**src/rtl/lc3b_types.sv**
```systemverilog
// -----------------------------------------------------------------------------
// lc3b_types
// Types shared by the L1 cache controllers of the LC-3b core.
//   lc3b_L1_index : set index of the 8-set, 2-way L1 (3 bits)
//   lc3b_L1_tag   : L1 tag (9 bits)
//   icache_state  : controller states, shared with the dcache controller
//   icache_way    : names one of the two ways of a set
// -----------------------------------------------------------------------------
package lc3b_types;

   typedef logic [2:0] lc3b_L1_index;
   typedef logic [8:0] lc3b_L1_tag;

   // The invalidate sweep ends once this set has been cleared.
   localparam lc3b_L1_index LastSet = 3'd7;

   typedef enum logic [1:0] {
      INIT,
      IDLE,
      ALLOCATE
   } icache_state;

   typedef enum logic {
      WAY_A = 1'b0,
      WAY_B = 1'b1
   } icache_way;

endpackage

```
**src/rtl/icache_victim_sel.sv**
```systemverilog
// -----------------------------------------------------------------------------
// icache_victim_sel
// Chooses which way of the indexed set gets replaced on a miss.
// Ports:
//   i_valid_A, i_valid_B : valid bits of the indexed set
//   i_lru                : LRU bit of the indexed set (1 means way B is LRU)
//   o_victim             : way to be filled
// -----------------------------------------------------------------------------
module icache_victim_sel
   import lc3b_types::*;
(
   input  logic      i_valid_A,
   input  logic      i_valid_B,
   input  logic      i_lru,
   output icache_way o_victim
);

   // Empty ways are always used before anything valid is evicted; with both
   // ways valid the LRU bit decides.
   always_comb begin
      if (!i_valid_A) begin
         o_victim = WAY_A;
      end else if (!i_valid_B) begin
         o_victim = WAY_B;
      end else if (!i_lru) begin
         o_victim = WAY_A;
      end else begin
         o_victim = WAY_B;
      end
   end

endmodule

```
**src/rtl/icache_control.sv**
```systemverilog
// -----------------------------------------------------------------------------
// icache_control
// Control FSM of the 2-way, 8-set LC-3b instruction cache. It clears all sets
// after reset, answers hits in the same cycle, and fills a victim way from L2
// on a miss. The arrays and the index override mux live in the datapath.
// Ports:
//   clk, reset                          : clock, synchronous active-high reset
//   icache_read / icache_resp           : pipeline fetch request / response
//   hit_A, hit_B                        : way-hit flags from the datapath
//   valid_A/B_dataout, lru_dataout      : state of the indexed set
//   valid/tag/data_A/B_write, lru_write : array write strobes
//   valid_A/B_datain, lru_datain        : array write data
//   index_override, init_index          : sweep index selection for datapath
//   L2_read / L2_resp                   : line-fill handshake with L2
// -----------------------------------------------------------------------------
module icache_control
   import lc3b_types::*;
(
   input  logic         clk,
   input  logic         reset,
   input  logic         icache_read,
   output logic         icache_resp,
   input  logic         hit_A,
   input  logic         hit_B,
   input  logic         valid_A_dataout,
   input  logic         valid_B_dataout,
   input  logic         lru_dataout,
   output logic         valid_A_write,
   output logic         valid_B_write,
   output logic         tag_A_write,
   output logic         tag_B_write,
   output logic         data_A_write,
   output logic         data_B_write,
   output logic         lru_write,
   output logic         valid_A_datain,
   output logic         valid_B_datain,
   output logic         lru_datain,
   output logic         index_override,
   output lc3b_L1_index init_index,
   output logic         L2_read,
   input  logic         L2_resp
);

   icache_state  r_state;
   icache_state  w_nextState;
   lc3b_L1_index r_initIndex;
   icache_way    r_victimWay;
   icache_way    w_victimSel;
   logic         w_hit;

   assign w_hit = hit_A | hit_B;

   icache_victim_sel u_victimSel (
      .i_valid_A (valid_A_dataout),
      .i_valid_B (valid_B_dataout),
      .i_lru     (lru_dataout),
      .o_victim  (w_victimSel)
   );

   // State, sweep counter and victim register. The victim is captured in the
   // miss cycle because the datapath's valid/lru view of the set is only
   // guaranteed while we are still in IDLE. The sweep counter wraps back to 0
   // after set 7, which is where it must sit for the next sweep anyway.
   always_ff @(posedge clk) begin
      if (reset) begin
         r_state     <= INIT;
         r_initIndex <= '0;
         r_victimWay <= WAY_A;
      end else begin
         r_state <= w_nextState;
         if (r_state == INIT) begin
            r_initIndex <= r_initIndex + 3'd1;
         end
         if ((r_state == IDLE) && icache_read && !w_hit) begin
            r_victimWay <= w_victimSel;
         end
      end
   end

   // Next-state logic. Once a fill has been requested it runs to completion
   // regardless of icache_read, since L2 cannot abort a transaction.
   always_comb begin
      w_nextState = r_state;
      unique case (r_state)
         INIT:     if (r_initIndex == LastSet) w_nextState = IDLE;
         IDLE:     if (icache_read && !w_hit) w_nextState = ALLOCATE;
         ALLOCATE: if (L2_resp) w_nextState = IDLE;
         default:  w_nextState = INIT;
      endcase
   end

   // Output logic. Outputs are combinational so a hit answers in the cycle it
   // is requested. While reset is high everything is held quiet except the
   // index override, so the datapath already points at set 0. A hit on both
   // ways can only come from a corrupted tag array and is resolved as way A.
   always_comb begin
      icache_resp    = 1'b0;
      valid_A_write  = 1'b0;
      valid_B_write  = 1'b0;
      tag_A_write    = 1'b0;
      tag_B_write    = 1'b0;
      data_A_write   = 1'b0;
      data_B_write   = 1'b0;
      lru_write      = 1'b0;
      valid_A_datain = 1'b0;
      valid_B_datain = 1'b0;
      lru_datain     = 1'b0;
      index_override = 1'b0;
      init_index     = '0;
      L2_read        = 1'b0;
      if (reset) begin
         index_override = 1'b1;
      end else begin
         unique case (r_state)
            INIT: begin
               index_override = 1'b1;
               init_index     = r_initIndex;
               valid_A_write  = 1'b1;
               valid_B_write  = 1'b1;
               lru_write      = 1'b1;
            end
            IDLE: begin
               if (icache_read && w_hit) begin
                  icache_resp = 1'b1;
                  lru_write   = 1'b1;
                  lru_datain  = hit_A;
               end
            end
            ALLOCATE: begin
               if (L2_resp) begin
                  lru_write = 1'b1;
                  if (r_victimWay == WAY_A) begin
                     valid_A_write  = 1'b1;
                     tag_A_write    = 1'b1;
                     data_A_write   = 1'b1;
                     valid_A_datain = 1'b1;
                     lru_datain     = 1'b1;
                  end else begin
                     valid_B_write  = 1'b1;
                     tag_B_write    = 1'b1;
                     data_B_write   = 1'b1;
                     valid_B_datain = 1'b1;
                     lru_datain     = 1'b0;
                  end
               end else begin
                  L2_read = 1'b1;
               end
            end
            default: begin
            end
         endcase
      end
   end

endmodule

```
**config.mk**
```make
export PLATFORM = sky130hd
export DESIGN_NAME = icache_control
export DESIGN_NICKNAME = d
export VERILOG_FILES = /design/src/rtl/lc3b_types.sv /design/src/rtl/icache_victim_sel.sv /design/src/rtl/icache_control.sv
export SDC_FILE = /design/constraint.sdc
export NUM_CORES = 1
export LEC_CHECK = 0
export BUFFER_PORTS_ARGS = -buffer_cell sky130_fd_sc_hd__buf_2
export CAP_MARGIN = 5
export CORE_MARGIN = 1.5
export CORE_UTILIZATION = 40
export CTS_CLUSTER_SIZE = 8
export DETAILED_ROUTE_END_ITERATION = 7
export PLACE_DENSITY_LB_ADDON = 0.05
export SLEW_MARGIN = 20
export SYNTH_ARGS = -nofsm -noshare
export SYNTH_HDL_FRONTEND = slang
export SYNTH_SLANG_ARGS = --single-unit
```
**constraint.sdc**
```tcl
create_clock -name clk -period 1.7 [get_ports clk]
set_input_delay 0.17 -clock clk [delete_from_list [all_inputs] [get_ports clk]]
set_output_delay 0.17 -clock clk [all_outputs]
set_load 0.05 [all_outputs]
```
==> impl_results.md <==
- Overflow after GRT: 0
- Post-Place Cells: slightly above 100
- Antenna violations before repair: 0
- R2r worst-path depth: 5
- Type of element capturing the critical path: output port
- Combinational fraction of design power: 65.1%
- Proportion of power drawn by flip-flops and latches: 22.5%
- Final Critical Period: 1.66 ns
- Post-detail-place hpwl: 839 um
- Ordered list of cells on the worst path: inv_2 > ha_4 > nand2_2 > or2_4 > a211oi_4 > buf_6
- Pin slew with the least headroom to its limit: between 0.4 and 0.5 ns
- Core Footprint: 1270 um2
- Yosys warning total: 0
- Per-cell routed wire length: 11.3 um
- Cell types with the largest area share after synthesis: sky130_fd_sc_hd__dfxtp_1 (22%), sky130_fd_sc_hd__ha_1 (19%), sky130_fd_sc_hd__mux2i_1 (5.6%)
- Achievable Freq: 0.603 GHz
- Total negative slack: 0 ns
- Final period utilization: between 90% and 100%
- Largest net degree at the start of global routing: 17
- Largest stage delay, worst path: around 0.32 ns
- Maximum fanout along the worst path: 3
- CTS tree: yes
- Commonest cells after routing, fill and taps aside: sky130_fd_sc_hd__buf_2 (14), sky130_fd_sc_hd__buf_4 (9), sky130_fd_sc_hd__nor2_1 (6), sky130_fd_sc_hd__buf_6 (6), sky130_fd_sc_hd__clkbuf_4 (5)
- Mean cell area of the mapped netlist: 8.54 um2
- Clock tree buffer depth: 2
- Total clock buffers created by CTS: 3
- Min-Delay Path Depth: 3
- Post-synth top area cell: sky130_fd_sc_hd__dfxtp_1
- Post-route DRC: 0
- Internal power contribution: around 0.6 mW
- Die outline width: approximately 40 um
- DR iter-0 viols: 4
- Post-synthesis cell type count: 26
- Part of the power in the clock network: about an eighth
- Fin area: 878 um2
- Number of maximum-capacitance violations: 0
- Via count of the first global-routing pass: between 400 and 500
- Slowest cell on the critical path: sky130_fd_sc_hd__dfxtp_2
- Finish-stage setup viols: 0
- Post-CTS Hold Fix Bufs: 0
- Number of clock sinks seen by CTS: 6
- Setup repair after global routing missed its margin: true
- Number of placed I/O pins: 25
- Number of nets still failing antenna checks after routing: 0
- Path type of the worst setup path: reg2out
- Peak supply drop: 0.928 mV
- CP Data Required Time: 1.53 ns
- Seq cells post-synth: 6
- Met1 Track Usage GR: 19.9%
- Row Count: 13
- Fraction of met2 tracks used by global routing: 27.5%
- Global-route wire length before repair: 1.74 mm
- Max-slew headroom at the worst pin: 73.1%
- Summed instance area of the synthesized netlist: 538 um2
- Result of the run: finished, final reports clean
- DIE AREA: 1570 um2
- Area growth from synthesis to final layout: 63.3%
- PortBufs: 24
- Busiest layer in global routing: met2
- H-Tree Level Count: 1
- Instance area after placement: 742 um2
- Overall Global Routing Usage: around 17%
- Share of synthesized area occupied by flip-flops and latches: 22.3%
- Leading cell type in the layout, fill and taps excluded: sky130_fd_sc_hd__buf_2
- Ratio of cells with drive above 1 in the final layout: slightly above 60%
- Number of nets in the finished design: 110
- WP data arrival: 1.49 ns
- Proportion of netlist area held by the largest area contributor: 22.3%
- Clock input transition at the sequential cells of the worst setup and hold paths: 0.05 ns
- Met3 usage in global routing: 6.82%
- Average vias per placed instance: roughly 4.8
- Switching power total: 0.475 mW
- DRT Pass-1 Iters: 4
- Instance count of the mapped netlist: 63
- Static leakage: 0.432 nW
- Pwr per Cell Area: 1220 nW/um2
- Final setup skew: approximately 0.0059 ns
- Classification of the worst-slack hold path: in2reg
- Hold violation count in the final report: 0
- WL final: between 1 and 1.5 mm
- Total power: 1.07 mW
- Vias post-DR: 508
- Clock latency on the worst-skew pair: ~0.25 ns
- Net count after synthesis: 80
- Startpoint Class: register
- Non-filler cells, final: approximately 110
- Switching part of the total: 44.3%
- Clock root buffer: sky130_fd_sc_hd__clkbuf_4
- Starting utilization of the core area: 42.4%
- Final-report max-slew violation count: 0
- Final weighted congestion of routability-driven global placement: 0.719
- Die height: a little under 40 um
- Worst-case hold slack: between 0.2 and 0.25 ns
- Ant diodes: 0
## layout make-up
| type | instances | area, um2 |
|---|---|---|
| Clock buffer | 3 | 22.5 |
| Fill cell | 109 | 390 |
| Inverter | 4 | 33.8 |
| Multi-Input combinational cell | 47 | 457 |
| Sequential cell | 6 | 126 |
| Tap cell | 15 | 18.8 |
| Timing Repair Buffer | 31 | 220 |
## synth_stat cells
cell,count
sky130_fd_sc_hd__nand4b_1,1
sky130_fd_sc_hd__o31ai_1,1
sky130_fd_sc_hd__mux2_2,1
sky130_fd_sc_hd__xnor2_1,1
sky130_fd_sc_hd__a211oi_1,1
sky130_fd_sc_hd__o21ai_0,1
sky130_fd_sc_hd__mux2i_1,3
sky130_fd_sc_hd__nor3_1,2
sky130_fd_sc_hd__or2_1,4
sky130_fd_sc_hd__a222oi_1,1
sky130_fd_sc_hd__inv_1,3
sky130_fd_sc_hd__nor2b_1,1
sky130_fd_sc_hd__clkbuf_1,2
sky130_fd_sc_hd__nand3_1,1
sky130_fd_sc_hd__or3b_1,1
sky130_fd_sc_hd__buf_4,4
sky130_fd_sc_hd__nand2_1,2
sky130_fd_sc_hd__nor2_1,7
sky130_fd_sc_hd__nand2b_1,3
sky130_fd_sc_hd__and2_1,3
sky130_fd_sc_hd__a21oi_1,2
sky130_fd_sc_hd__dfxtp_1,6
sky130_fd_sc_hd__ha_1,8
sky130_fd_sc_hd__inv_16,1
sky130_fd_sc_hd__and3b_1,1
sky130_fd_sc_hd__nor3b_1,2
## state kept, by name, indices dropped and copies added, names as in the netlist
register / flops
r_initIndex: 3
r_victimWay: 1
r_state: 2
## stage by stage
| stage | utilization [%] | setup slack, ns |
|---|---|---|
| 6_report | 69.2 | 0.0424 |
| 5_1_grt | 69.2 | -0.0216 |
| 4_1_cts | 64.5 | -0.00536 |
| 3_5_place_dp | 58.5 | 0.0100 |
| 3_3_place_gp | 58.5 | 0.0645 |
| 2_1_floorplan | - | -0.132 |
## worst max-delay path: cells and delay by family, from the launching register on
kind / cells / cell delay [ns]
compound gates: 1 / 0.20
fa+ha+maj: 1 / 0.14
buf+inv: 2 / 0.27
flops: 1 / 0.32
simple gates: 2 / 0.30
## metal layers
layer  up-vias  routed length [um]
li1        267                   -
met1       222                 560
met2        19                 556
met3         0                  86
met4         0                   0
met5         -                   0
## worst paths after layout
check	startpoint	end	slack (ns)
worst max-delay path	r_state[1]	lru_write	0.04
worst min-delay path	valid_A_dataout	r_victimWay	0.22
worst max register to register	r_initIndex[1]	r_state[0]	0.07
worst min register to register	r_initIndex[1]	r_initIndex[1]	0.51
## power by group through the flow
stage	clock network (mW)	registers, mW	logic [mW]
after global routing	0.149	0.248	0.750
after detailed placement	0	0.225	0.586
after CTS	0.139	0.226	0.653
after global placement	0	0.223	0.584
final	0.133	0.242	0.698
after floorplan	0	0.221	0.443
## kinds of logic after synthesis
logic type / Yosys count / share of synthesized area, %
adder cells (fa/ha/maj): 8 / 18.6
AND/OR/NAND/NOR: 28 / 29.5
AO/OA/AOI/OAI: 6 / 7.44
multiplexers: 4 / 7.67
XOR/XNOR: 1 / 1.63
buffers and inverters: 10 / 12.8
flip-flops: 6 / 22.3
## timing repair
item | 4_1_cts | 5_1_grt
resized for setup | 15 | 15
pin swaps | 1 | 6
endpoints found under the setup margin | 9 | 17
gates cloned | 0 | 0
setup buffers | 1 | 1
Power figures use the tool's default switching activity.
